$ cat config.mk
export PLATFORM = sky130hd
export DESIGN_NAME = flag_ram_rd_sched
export DESIGN_NICKNAME = d
export VERILOG_FILES = /design/src/rtl/flag_pkg.sv /design/src/rtl/flag_out_fifo.sv /design/src/rtl/flag_ram_rd_sched.sv
export SDC_FILE = /design/constraint.sdc
export NUM_CORES = 1
export LEC_CHECK = 0
export BUFFER_PORTS_ARGS = -buffer_cell sky130_fd_sc_hd__buf_2
export CELL_PAD_IN_SITES_DETAIL_PLACEMENT = 1
export CELL_PAD_IN_SITES_GLOBAL_PLACEMENT = 1
export CORE_MARGIN = 3
export CORE_UTILIZATION = 39
export CTS_CLUSTER_DIAMETER = 50
export DETAILED_ROUTE_END_ITERATION = 10
export PLACE_DENSITY = 0.81
export SYNTH_ARGS = -nofsm -noshare
export SYNTH_HDL_FRONTEND = slang
export SYNTH_SLANG_ARGS = --single-unit
$ cat constraint.sdc
create_clock -name clk -period 3.9 [get_ports clk]
set_clock_uncertainty 0.15 [all_clocks]
set_input_delay 0.78 -clock clk [delete_from_list [all_inputs] [get_ports clk]]
set_output_delay 0.78 -clock clk [all_outputs]
set_load 0.05 [all_outputs]
$ cat src/rtl/flag_pkg.sv
// Shared definitions for the sparsity-flag RAM read scheduler.
//   FLAG_MODE_*  : read-mode encoding (window = L flags/read, PE = 1 flag/read)
//   flag_state_e : scheduler FSM encoding
//   win_hit()    : wrap-aware test of whether addr lies in [base, base+len) mod 2^aw
package flag_pkg;

  localparam logic FLAG_MODE_WIN = 1'b0;
  localparam logic FLAG_MODE_PE  = 1'b1;

  typedef enum logic [1:0] {
    ST_IDLE  = 2'd0,
    ST_RUN   = 2'd1,
    ST_DRAIN = 2'd2
  } flag_state_e;

  // Distance from base to addr, taken modulo the address space, is below len
  // exactly when addr falls inside the (possibly wrapping) window.
  function automatic logic win_hit(input int unsigned addr, input int unsigned base,
                                   input int unsigned len, input int unsigned aw);
    int unsigned mask;
    int unsigned diff;
    mask = (32'd1 << aw) - 32'd1;
    diff = (addr - base) & mask;
    return diff < len;
  endfunction

endpackage

$ cat src/rtl/flag_out_fifo.sv
// 2-entry valid/ready FIFO carrying {last, data} words to the PE array.
//   clk, reset        : clock, synchronous active-high reset (clears contents)
//   push, push_data   : write side; caller guarantees no push when full
//   pop               : consumer ready; a word leaves when out_valid & pop
//   out_valid/out_data: head of queue, held stable until popped
//   occ               : current occupancy 0..2
module flag_out_fifo #(
  parameter int W = 7
) (
  input  logic         clk,
  input  logic         reset,
  input  logic         push,
  input  logic [W-1:0] push_data,
  input  logic         pop,
  output logic         out_valid,
  output logic [W-1:0] out_data,
  output logic [1:0]   occ
);

  logic [1:0][W-1:0] mem;
  logic              rptr, wptr;
  logic              push_fire, pop_fire;

  assign push_fire = push && (occ != 2'd2);
  assign pop_fire  = pop && (occ != 2'd0);
  assign out_valid = (occ != 2'd0);
  assign out_data  = mem[rptr];

  always_ff @(posedge clk) begin
    if (reset) begin
      mem  <= '0;
      rptr <= 1'b0;
      wptr <= 1'b0;
      occ  <= 2'd0;
    end else begin
      if (push_fire) begin
        mem[wptr] <= push_data;
        wptr      <= ~wptr;
      end
      if (pop_fire) rptr <= ~rptr;
      occ <= occ + 2'(push_fire) - 2'(pop_fire);
    end
  end

endmodule

$ cat src/rtl/flag_ram_rd_sched.sv
// Sparsity-flag RAM controller: forwards loader writes, walks a strided read
// sequence on cfg_start (PE or window mode) and streams returned flags to the
// PE array through a 2-deep valid/ready buffer.
//   cfg_*            : job config, sampled on cfg_start in IDLE
//   busy/done        : job status (done = 1-cycle completion pulse)
//   wr_*             : loader write port, passed straight to the RAM
//   ram_*            : RAM control; read data returns 1 cycle after ram_read_req
//   out_*            : flag word stream, out_last marks the job's final read
module flag_ram_rd_sched
  import flag_pkg::*;
#(
  parameter int ADDR_WIDTH       = 4,
  parameter int READ_FLAG_LENGTH = 6,
  parameter int CNT_WIDTH        = 8
) (
  input  logic                        clk,
  input  logic                        reset,
  input  logic                        cfg_start,
  input  logic                        cfg_mode,
  input  logic [ADDR_WIDTH-1:0]       cfg_base_addr,
  input  logic [ADDR_WIDTH-1:0]       cfg_stride,
  input  logic [CNT_WIDTH-1:0]        cfg_count,
  output logic                        busy,
  output logic                        done,
  input  logic                        wr_valid,
  output logic                        wr_ready,
  input  logic [ADDR_WIDTH-1:0]       wr_addr,
  input  logic                        wr_data,
  output logic                        ram_mode,
  output logic                        ram_write_req,
  output logic [ADDR_WIDTH-1:0]       ram_write_addr,
  output logic                        ram_write_data,
  output logic                        ram_read_req,
  output logic [ADDR_WIDTH-1:0]       ram_read_addr,
  input  logic                        ram_read_data_p,
  input  logic [READ_FLAG_LENGTH-1:0] ram_read_data_s,
  output logic                        out_valid,
  input  logic                        out_ready,
  output logic [READ_FLAG_LENGTH-1:0] out_data,
  output logic                        out_last
);

  localparam int AW = ADDR_WIDTH;
  localparam int L  = READ_FLAG_LENGTH;
  localparam int CW = CNT_WIDTH;

  flag_state_e   state;
  logic          mode_q;
  logic [AW-1:0] rd_addr, stride_q;
  logic [CW-1:0] cnt_left;
  logic          inflight, inflight_last, zero_done;
  logic [1:0]    occ;
  logic          credit_ok, hazard, issue, drain_done;
  logic [L:0]    push_data, head;

  // Writes never stall; wr_ready only drops while in reset.
  assign ram_write_req  = wr_valid && wr_ready;
  assign ram_write_addr = wr_ready ? wr_addr : '0;
  assign ram_write_data = wr_ready && wr_data;

  // Write wins over a read whose window it touches; the read retries next cycle.
  assign hazard = ram_write_req &&
                  win_hit(32'(wr_addr), 32'(rd_addr),
                          (mode_q == FLAG_MODE_PE) ? 32'd1 : 32'(L), 32'(AW));

  // Buffered plus in-flight words never exceed the 2 FIFO slots.
  assign credit_ok = (occ == 2'd0) || ((occ == 2'd1) && !inflight);
  assign issue     = (state == ST_RUN) && credit_ok && !hazard;

  assign ram_read_req  = issue;
  assign ram_read_addr = rd_addr;
  assign ram_mode      = mode_q;
  assign busy          = (state != ST_IDLE);
  assign drain_done    = (state == ST_DRAIN) && !inflight && (occ == 2'd0);
  assign done          = drain_done || zero_done;

  assign push_data = {inflight_last,
                      (mode_q == FLAG_MODE_PE) ? {{(L-1){1'b0}}, ram_read_data_p}
                                               : ram_read_data_s};

  always_ff @(posedge clk) begin
    if (reset) begin
      state         <= ST_IDLE;
      mode_q        <= FLAG_MODE_PE;
      rd_addr       <= '0;
      stride_q      <= '0;
      cnt_left      <= '0;
      inflight      <= 1'b0;
      inflight_last <= 1'b0;
      zero_done     <= 1'b0;
      wr_ready      <= 1'b0;
    end else begin
      wr_ready      <= 1'b1;
      inflight      <= issue;
      inflight_last <= issue && (cnt_left == CW'(1));
      zero_done     <= 1'b0;
      case (state)
        ST_IDLE: begin
          if (cfg_start) begin
            if (cfg_count != '0) begin
              mode_q   <= cfg_mode;
              rd_addr  <= cfg_base_addr;
              stride_q <= cfg_stride;
              cnt_left <= cfg_count;
              state    <= ST_RUN;
            end else begin
              zero_done <= 1'b1;
            end
          end
        end
        ST_RUN: begin
          if (issue) begin
            rd_addr  <= rd_addr + stride_q;
            cnt_left <= cnt_left - CW'(1);
            if (cnt_left == CW'(1)) state <= ST_DRAIN;
          end
        end
        ST_DRAIN: begin
          if (drain_done) state <= ST_IDLE;
        end
        default: state <= ST_IDLE;
      endcase
    end
  end

  flag_out_fifo #(.W(L + 1)) u_fifo (
    .clk       (clk),
    .reset     (reset),
    .push      (inflight),
    .push_data (push_data),
    .pop       (out_ready),
    .out_valid (out_valid),
    .out_data  (head),
    .occ       (occ)
  );

  assign out_last = head[L];
  assign out_data = head[L-1:0];

endmodule

-- Word level (Yosys, flattened, before mapping)
Cells that the tools add are included.
- add/subtract/negate cells: 5
- magnitude comparators: 4
- equality and inequality tests: 10
- muxes and demuxes: 24
- bitwise operators: 4
- reductions and logical operators: 26
- operator list (kind ; count):
    two-way mux 8 bit ; 3
    two-way mux 7 bit ; 3
    two-way mux 4 bit ; 4
    case mux 8 bit (2 select lines) ; 1
    bitwise mux 14 bit ; 1
    logical AND 1 bit ; 12
    two-way mux 2 bit ; 5
    != test 2 bit, second input constant ; 5
    equality test 8 x 1 -> 1 bit, second input constant ; 1
    case mux 4 bit (2 select lines) ; 1
    nonzero test 8 bit ; 1
    subtractor 8 x 1 -> 8 bit, second input constant ; 1
    demux 7 bit (select 1 bit) ; 1
    two-way mux 6 bit ; 1
    case mux 2 bit (3 select lines) ; 1
    nonzero test 2 bit ; 3
    AND reduction 5 bit ; 1
    adder 4 bit ; 1
    equality test 2 x 1 -> 1 bit, second input constant ; 2
    logical NOT 2 bit ; 2
    less-than comparator 1 x 2 -> 1 bit, second input constant ; 2
    less-than comparator 4 x 3 -> 1 bit ; 1
    NOT 1 bit ; 4
    AND reduction 4 bit ; 1
    other kinds (12) ; 15
- register bits: 41
- bits of input ports: 34
- output and inout port bits: 23

-- Depth between registers and ports, before layout
Gate-level depths: netlist of run 1.
- word-level depth: 7
- mapped depth: 13

-- Cells and area by module
A second synthesis of run 1 with hierarchy kept.
- cells, all modules: 287
- area, all modules: 2558.7 sq um
- modules (own cells, without submodules) (module ; times used ; cells each ; area an instance (sq um) ; sequential area each (sq um)):
    flag_ram_rd_sched ; 1 ; 186 ; 1614.0 ; 460.4
    flag_out_fifo ; 1 ; 101 ; 944.7 ; 360.3

-- Worst setup path before layout of run 1
OpenSTA, ideal clock, no wires.
- path type: input port to output port
- from: input port wr_addr[0]
- to: output port ram_read_req
- arrival time: 2571 ps
- path slack: 399 ps
- cell stages on the path: 10
- path buffers: 1
- cell sequence: inv_1 -> ha_1 -> inv_1 -> fa_1 -> ha_1 -> o21a_1 -> a211oi_1 -> a31o_1 -> buf_6 -> clkinv_8
- cells in the longest elaborated chain, start to end: 5
- RTL lines (item ; line ; text):
    start, declared ; flag_ram_rd_sched.sv:27 ; input logic [ADDR_WIDTH-1:0] wr_addr,
    subtractor 4 bit ; flag_pkg.sv:23 ; diff = (addr - base) & mask;
    less-than comparator 4 x 3 -> 1 bit ; flag_pkg.sv:24 ; return diff < len;
    logical AND 1 bit ; flag_ram_rd_sched.sv:62 ; assign hazard = ram_write_req &&
    logical NOT 1 bit ; flag_ram_rd_sched.sv:68 ; assign issue = (state == ST_RUN) && credit_ok && !hazard;
    logical AND 1 bit ; flag_ram_rd_sched.sv:68 ;
    end, declared ; flag_ram_rd_sched.sv:33 ; output logic ram_read_req,
Every way passes these cells.

-- Final worst setup path of run 1
Same ends and word-level chain as after synthesis.

==> impl_metrics.yaml, run 1 <==
synth:
  synth_cell_types: 48
  synthCells: 257
  yosys_register_bits: 41
  syn-cell-area_sq_um: 2261
  ys_dominant_reg_cell: "sky130_fd_sc_hd__dfxtp_1"
  synthesis.area_per_instance_sq_um: 8.797
  netlist_top_cells_area: "sky130_fd_sc_hd__dfxtp_1 36%, sky130_fd_sc_hd__ha_1 6.6%, sky130_fd_sc_hd__mux2i_1 5.3%"
  synth-edff-count: 0
  syn_nets: 305
  synth_top_cell_area_share_pct: 36.30
  synth.largest_area_cell: "sky130_fd_sc_hd__dfxtp_1"
  postSynth.asyncResetShare_pct: 0
  yosysWarningCount: 0
  synth_sequential_area_ratio_pct: 36.30
global_routing:
  globalRoute.totalOverflow: 0
  initial_antenna_violation_count: 0
  via_count_of_the_first_global_routing_pass: 2119
  globalRouteTotalUtil_pct: 19.92
  grt_max_degree: 38
  grt_first_pass_wirelength_um: 10230
clocking:
  clock-sinks: 41
  clock_tree.htree_level_count: 2
  tritoncts_buffers: 5
  worst_skew_pair.late_latency_ns: 0.30
  cts.root.buffer_cell: "sky130_fd_sc_hd__clkbuf_8"
  cts_buffer_depth: 2
  clock_transition_at_the_register_clock_pins_on_the_worst_setup_and_hold_paths_after_cts_ns: 0.08
  cts_tree: "done"
floorplan:
  dieHeight_um: 82.14
  floorplan.core_area_sq_um: 5574
  io_pins: 57
  die-width_um: 82.14
  rows: 27
  die-area_sq_um: 6747
  initial_utilization_pct: 40.56
detailed_routing:
  ant_nets: 0
  drt-total-wl_um: 6230
  drt-wirelength-per-cell_um: 16.14
  route.vias.total: 2067
  dr.pass1.iters: 4
  route.detailed.vias_per_inst: 5.355
  drt_drc_violations_left: 0
  detail_route.iter0.violations: 68
cells_and_area:
  final_common_cell: "sky130_fd_sc_hd__buf_2"
  most_frequent_cells_in_the_layout: "56 x sky130_fd_sc_hd__buf_2, 41 x sky130_fd_sc_hd__dfxtp_1, 26 x sky130_fd_sc_hd__nor2_1, 26 x sky130_fd_sc_hd__nand2_1, 18 x sky130_fd_sc_hd__a21oi_1"
  multiInputGateArea_sq_um: 1314
  final_layout_size_suffix_gt1_share_pct: 27.39
  finish.net_count: 361
  final-seq-area_sq_um: 820.8
  final_util_pct: 49.07
  fillerInstances: 691
  area_delta_synth_final_pct: 20.97
  num_antenna_cells: 0
run:
  drv_cap: 0
timing:
  final_hold_viol_count: 0
  fmax_mhz: 265.4
  final.min_clock_period_ns: 3.768
  unrepaired_setup_endpoints_after_global_routing: "no"
  final.setup.tns_ns: 0
  setup_violations: 0
  post-route-period-util_pct: 96.60
  maxSlewViolCount: 0
  worst_pin_slew_ns: 0.8649
  max-slew-margin-rel_pct: 42.22
placement:
  detailedPlacementHpwl_um: 4540
  portbufs: 56
  gp_routability_congestion: 0.8086
critical_path:
  crit_path_start_kind: "input port"
  setup.worst_path.end_class: "output pin"
  critPathRequiredTime_ns: 2.97
  r2r-start: "ram_read_addr[0]$_SDFFE_PP0P_"
  worstSetupPathType: "input port to output pin"
  cp_max_fo: 2
  critPathArrivalTime_ns: 2.84
  critPathLaunch: "wr_addr[0]"
worst_hold_path:
  timing.hold.worst.start: "u_fifo.mem[13]$_SDFFE_PP0P_"
  hold_path.class: "flip-flop to flip-flop"
status:
  outcome: "completed"
pwr:
  worst_case_vdd_ir_drop_uv: 305.4
  cellPowerDensity_nw_per_um2: 534.8
  power_leakage_nw: 1.248
[layout make-up]
cell class / count / area share, %
multi-input cells: 188 / 48.03
flip-flops and latches: 41 / 30.01
repair buffers: 61 / 11.62
well taps: 72 / 3.294
clock buffers: 6 / 3.019
inverters: 16 / 2.653
clock inverters: 2 / 1.372
[power by group]
group | total [mW] | internal [mW] | switching, mW
clock | 0.363 | 0.208 | 0.155
combinational | 0.568 | 0.212 | 0.355
sequential | 0.532 | 0.469 | 0.0630
[final timing paths]
path / slack (ns) / endpoint / cells past startpoint
setup / recovery: 0.13 / ram_read_req / 11
hold / removal: 0.31 / u_fifo.mem[13]$_SDFFE_PP0P_ / 2
setup reg to reg: 0.87 / cnt_left[6]$_SDFFE_PP0P_ / 10
hold reg to reg: 0.31 / u_fifo.mem[13]$_SDFFE_PP0P_ / 2
[flip-flops by register name (all words and copies together) (netlist names)]
| signal | count |
|---|---|
| cnt_left | 8 |
| inflight | 1 |
| inflight_last | 1 |
| ram_mode | 1 |
| ram_read_addr | 4 |
| state | 2 |
| stride_q | 4 |
| u_fifo.mem | 14 |
| u_fifo.occ | 2 |
| u_fifo.rptr | 1 |
| u_fifo.wptr | 1 |
| wr_ready | 1 |
| zero_done | 1 |
[critical path: stages]
cell and delay, ns:
sky130_fd_sc_hd__buf_2 0.08, sky130_fd_sc_hd__inv_1 0.03, sky130_fd_sc_hd__ha_1 0.19, sky130_fd_sc_hd__inv_1 0.08
sky130_fd_sc_hd__fa_1 0.42, sky130_fd_sc_hd__ha_1 0.28, sky130_fd_sc_hd__o21a_1 0.18, sky130_fd_sc_hd__a211oi_2 0.25
sky130_fd_sc_hd__a31o_2 0.27, sky130_fd_sc_hd__clkinv_8 0.06, sky130_fd_sc_hd__buf_2 0.20
[through the flow]
stage	cells	setup slack (ns)	hold slack, ns	power, mW	area (sq um)
2_1_floorplan	257	0.3988	0.2829	0.9581	2261
6_report	386	0.1325	0.3132	1.463	2735
3_5_place_dp	378	0.008386	0.3036	1.101	2610
4_1_cts	386	0.005294	0.3142	1.473	2730
5_1_grt	386	0.05189	0.3504	1.562	2735
3_3_place_gp	378	0.03316	0.2915	1.082	2610
[cell usage after synthesis (2+ instances only)]
library cell / instances
sky130_fd_sc_hd__a31o_1: 2
sky130_fd_sc_hd__nor2b_1: 9
sky130_fd_sc_hd__nand4_1: 2
sky130_fd_sc_hd__a21o_1: 2
sky130_fd_sc_hd__ha_1: 12
sky130_fd_sc_hd__nand3_1: 3
sky130_fd_sc_hd__o22ai_1: 4
sky130_fd_sc_hd__clkbuf_1: 5
sky130_fd_sc_hd__mux2_2: 7
sky130_fd_sc_hd__a311oi_1: 2
sky130_fd_sc_hd__buf_2: 5
sky130_fd_sc_hd__o21ai_0: 2
sky130_fd_sc_hd__a32o_1: 3
sky130_fd_sc_hd__a221oi_2: 2
sky130_fd_sc_hd__o21a_1: 2
sky130_fd_sc_hd__a31o_2: 2
sky130_fd_sc_hd__a211oi_1: 5
sky130_fd_sc_hd__a21oi_1: 18
sky130_fd_sc_hd__a221oi_1: 4
sky130_fd_sc_hd__nor3_1: 6
sky130_fd_sc_hd__inv_1: 14
sky130_fd_sc_hd__nor2_1: 26
sky130_fd_sc_hd__fa_1: 2
sky130_fd_sc_hd__and2_1: 6
sky130_fd_sc_hd__o32ai_1: 2
sky130_fd_sc_hd__xnor2_1: 5
sky130_fd_sc_hd__nand3b_1: 2
sky130_fd_sc_hd__dfxtp_1: 41
sky130_fd_sc_hd__nor4_1: 4
sky130_fd_sc_hd__nand2_1: 26
sky130_fd_sc_hd__xor2_1: 4
sky130_fd_sc_hd__mux2i_1: 12
[cell families after synthesis]
group,after synthesis,share of synthesized area (%)
and+or+nand+nor,91,19.48
AOI/OAI and AO/OA,55,17.71
DFF,41,36.30
buffers and inverters,28,5.810
muxes,19,8.800
adders and majority gates,14,8.412
xor gates and xnor gates,9,3.486
[repair_timing]
item	in CTS	in global routing
hold buffers	0	0
buffers inserted	0	0
endpoints found under the setup margin	0	1
resized for setup	0	2
[metal layers]
metal	track usage (%)	share of wire [%]
met1	24.35	45
met2	35.14	50
met3	4.013	4.0
met4	5.980	1.3
met5	0	0
(Power assumes the default switching activity.)
==> inputs of run 2 (changes only) <==
- ABC_AREA: default -> 1
- CORE_UTILIZATION: 39 -> 37
- PLACE_DENSITY: 0.81 -> 0.82
==> run 2 against run 1 <==
  * Area after synthesis grew 5.3%
  * Critical path depth rose by 2
  * Global-route usage fell by 1.2 points
  * First-iteration DRC count shrank 29%
  * Combinational power up 100%
  * Setup slack gained 0.13 ns
  * Critical endpoint unchanged
  * Highest routed layer unchanged
==> impl_metrics.yaml, run 2 <==
timing:
  fmax_mhz: 274.8
  final_hold_viol_count: 0
  unrepaired_setup_endpoints_after_global_routing: "no"
  max-slew-margin-rel_pct: 30.90
  setup_violations: 0
  final.setup.tns_ns: 0
  final.min_clock_period_ns: 3.639
  worst_pin_slew_ns: 1.035
  maxSlewViolCount: 0
  post-route-period-util_pct: 93.30
placement:
  detailedPlacementHpwl_um: 5021
  portbufs: 56
  gp_routability_congestion: 0.8134
floorplan:
  rows: 28
  die-width_um: 86.22
  die-area_sq_um: 7434
  io_pins: 57
  floorplan.core_area_sq_um: 6061
  dieHeight_um: 86.22
  initial_utilization_pct: 39.29
detailed_routing:
  ant_nets: 0
  drt-total-wl_um: 6777
  route.vias.total: 2493
  dr.pass1.iters: 4
  drt_drc_violations_left: 0
  drt-wirelength-per-cell_um: 13.61
  detail_route.iter0.violations: 48
  route.detailed.vias_per_inst: 5.006
critical_path:
  critPathRequiredTime_ns: 2.97
  worstSetupPathType: "input port to output pin"
  cp_max_fo: 4
  critPathArrivalTime_ns: 2.71
  critical-path-slowest-cell: "sky130_fd_sc_hd__fa_1"
  critPathMaxStageDelay_ns: 0.39
  dominant_cell_type_by_count_on_the_critical_path: "sky130_fd_sc_hd__inv_1"
  cpLargestDelayFamily: "adder cells"
  setup.worst_path.end_class: "output pin"
  worst-path-buf-inv: 5
  regToRegSetupSlack_ns: 1.01
  crit_path_start_kind: "input port"
  crit_path_cell_trace: "buf_2 > inv_1 > ha_1 > inv_1 > fa_1 > xor2_1 > ha_1 > or2_0 > a21oi_1 > nand2_1 > nand2_1 > inv_1 > buf_2"
synth:
  netlist_top_cells_area: "sky130_fd_sc_hd__dfxtp_1 34%, sky130_fd_sc_hd__nand2_1 14%, sky130_fd_sc_hd__inv_1 9.5%"
  synth.largest_area_cell: "sky130_fd_sc_hd__dfxtp_1"
  synth.most_common_cell: "sky130_fd_sc_hd__nand2_1"
  synth-edff-count: 0
  yosys_register_bits: 41
  postSynth.asyncResetShare_pct: 0
  ys_dominant_reg_cell: "sky130_fd_sc_hd__dfxtp_1"
  synth.top_cells.by_count: "89 x sky130_fd_sc_hd__nand2_1, 60 x sky130_fd_sc_hd__inv_1, 57 x sky130_fd_sc_hd__nor2_1"
  synth_cell_types: 27
  synthCells: 368
  synthesis.area_per_instance_sq_um: 6.470
  synth_sequential_area_ratio_pct: 34.47
  synth_top_cell_area_share_pct: 34.47
  syn_nets: 416
  syn-cell-area_sq_um: 2381
  yosysWarningCount: 0
status:
  outcome: "completed"
pwr:
  power_leakage_nw: 1.502
  finalPower_mw: 2.197
  cellPowerDensity_nw_per_um2: 773.0
  worst_case_vdd_ir_drop_uv: 353.1
cells_and_area:
  largest_register: "u_fifo.mem"
  final_layout_size_suffix_gt1_share_pct: 16.78
  fillerInstances: 850
  most_frequent_cells_in_the_layout: "89 x sky130_fd_sc_hd__nand2_1, 60 x sky130_fd_sc_hd__inv_1, 57 x sky130_fd_sc_hd__nor2_1"
  num_antenna_cells: 0
  finish.net_count: 470
  top_regs: "u_fifo.mem (14), cnt_left (8)"
  largest_reg_flops: 14
  area_delta_synth_final_pct: 19.34
  final_common_cell: "sky130_fd_sc_hd__nand2_1"
clocking:
  clock-sinks: 41
  clock_transition_at_the_register_clock_pins_on_the_worst_setup_and_hold_paths_after_cts_ns: 0.09
  cts_buffer_depth: 2
  cts_repair_resize_count: 0
  tritoncts_buffers: 5
  post-cts-setup-buffers: 0
  clock_tree.htree_level_count: 2
  worst_skew_pair.late_latency_ns: 0.30
  hold_buf_cts: 0
  cts_tree: "done"
  cts.root.buffer_cell: "sky130_fd_sc_hd__clkbuf_8"
run:
  drv_cap: 0
global_routing:
  initial_antenna_violation_count: 0
  via_count_of_the_first_global_routing_pass: 2543
  globalRoute.totalOverflow: 0
  globalRouteTotalUtil_pct: 18.69
  grt_max_degree: 37
  grt_first_pass_wirelength_um: 11260
worst_hold_path:
  hold_path.class: "flip-flop to flip-flop"
run 2: changes by cell type after synthesis, moves of 7 or more:
cell                      delta
sky130_fd_sc_hd__inv_1      +46
sky130_fd_sc_hd__mux2_2      -7
sky130_fd_sc_hd__mux2i_1    -11
sky130_fd_sc_hd__nand2_1    +63
sky130_fd_sc_hd__nand3_1    +10
sky130_fd_sc_hd__nor2_1     +31
sky130_fd_sc_hd__nor2b_1     -9
sky130_fd_sc_hd__o21ai_0    +36
run 2: power breakdown:
group | internal (mW) | total, mW | switching [mW] | leakage, nW
clock network | 0.258 | 0.422 | 0.164 | 0.0687
registers | 0.537 | 0.635 | 0.0973 | 0.337
logic | 0.325 | 1.14 | 0.814 | 1.10
total | 1.12 | 2.20 | 1.08 | 1.50
run 2: final timing paths:
kind,start,cells after the start,endpoint
worst min register to register,u_fifo.mem[0]$_SDFFE_PP0P_,2,u_fifo.mem[0]$_SDFFE_PP0P_
worst max-delay path,wr_addr[0],13,ram_read_req
worst min-delay path,u_fifo.mem[0]$_SDFFE_PP0P_,2,u_fifo.mem[0]$_SDFFE_PP0P_
worst max register to register,ram_read_addr[0]$_SDFFE_PP0P_,14,ram_read_addr[3]$_SDFFE_PP0P_
run 2: cells by family (layout without fill, tap and decap cells):
kind of cell	Yosys count	count (layout)	synth area share, %
flops	41	41	34.47
buf+inv	71	126	11.93
compound gates	63	63	13.61
fa+ha+maj	14	14	7.987
mux	1	1	0.4204
simple gates	175	175	30.48
xor+xnor	3	3	1.104
run 2: through the flow:
step | instances | util (%) | hold slack [ns] | worst slack, ns | cell area (sq um)
floorplan | 368 | - | 0.2742 | 0.5980 | 2381
global placement | 490 | 44.61 | 0.2840 | 0.3184 | 2704
detailed placement | 490 | 44.61 | 0.2934 | 0.2627 | 2704
CTS | 498 | 46.88 | 0.3071 | 0.2502 | 2841
global route | 498 | 46.88 | 0.3343 | 0.1166 | 2841
finish | 498 | 46.88 | 0.3061 | 0.2612 | 2841
run 2: area by class of cell:
type / instances / area [sq um] / area share, %
clock buffer: 5 / 68.82 / 2.422
clock inverter: 3 / 68.82 / 2.422
inverter: 62 / 232.7 / 8.190
multi-input combinational: 256 / 1276 / 44.91
sequential: 41 / 820.8 / 28.89
tap: 75 / 93.84 / 3.303
timing repair buffer: 56 / 280.3 / 9.863
run 2: layer usage:
metal | vias to the layer above | global-route usage [%] | share of wire [%]
met3 | 8 | 3.517 | 5.6
met5 | - | 0 | 0
met4 | 0 | 6.657 | 1.6
met2 | 63 | 33.22 | 49
li1 | 1255 | - | -
met1 | 1167 | 22.46 | 44
run 2: worst register-to-register path, stage by stage (launching register included):
cell and delay, ns:
sky130_fd_sc_hd__dfxtp_1 0.42, sky130_fd_sc_hd__ha_1 0.18, sky130_fd_sc_hd__inv_1 0.06, sky130_fd_sc_hd__fa_1 0.39, sky130_fd_sc_hd__xor2_1 0.16, sky130_fd_sc_hd__ha_1 0.17
sky130_fd_sc_hd__or2_0 0.21, sky130_fd_sc_hd__a21oi_1 0.11, sky130_fd_sc_hd__nand2_1 0.09, sky130_fd_sc_hd__nand2_1 0.14, sky130_fd_sc_hd__nand2_2 0.13, sky130_fd_sc_hd__nand3_2 0.34
sky130_fd_sc_hd__nand2_1 0.10, sky130_fd_sc_hd__nand2_1 0.08, sky130_fd_sc_hd__nor2_1 0.06
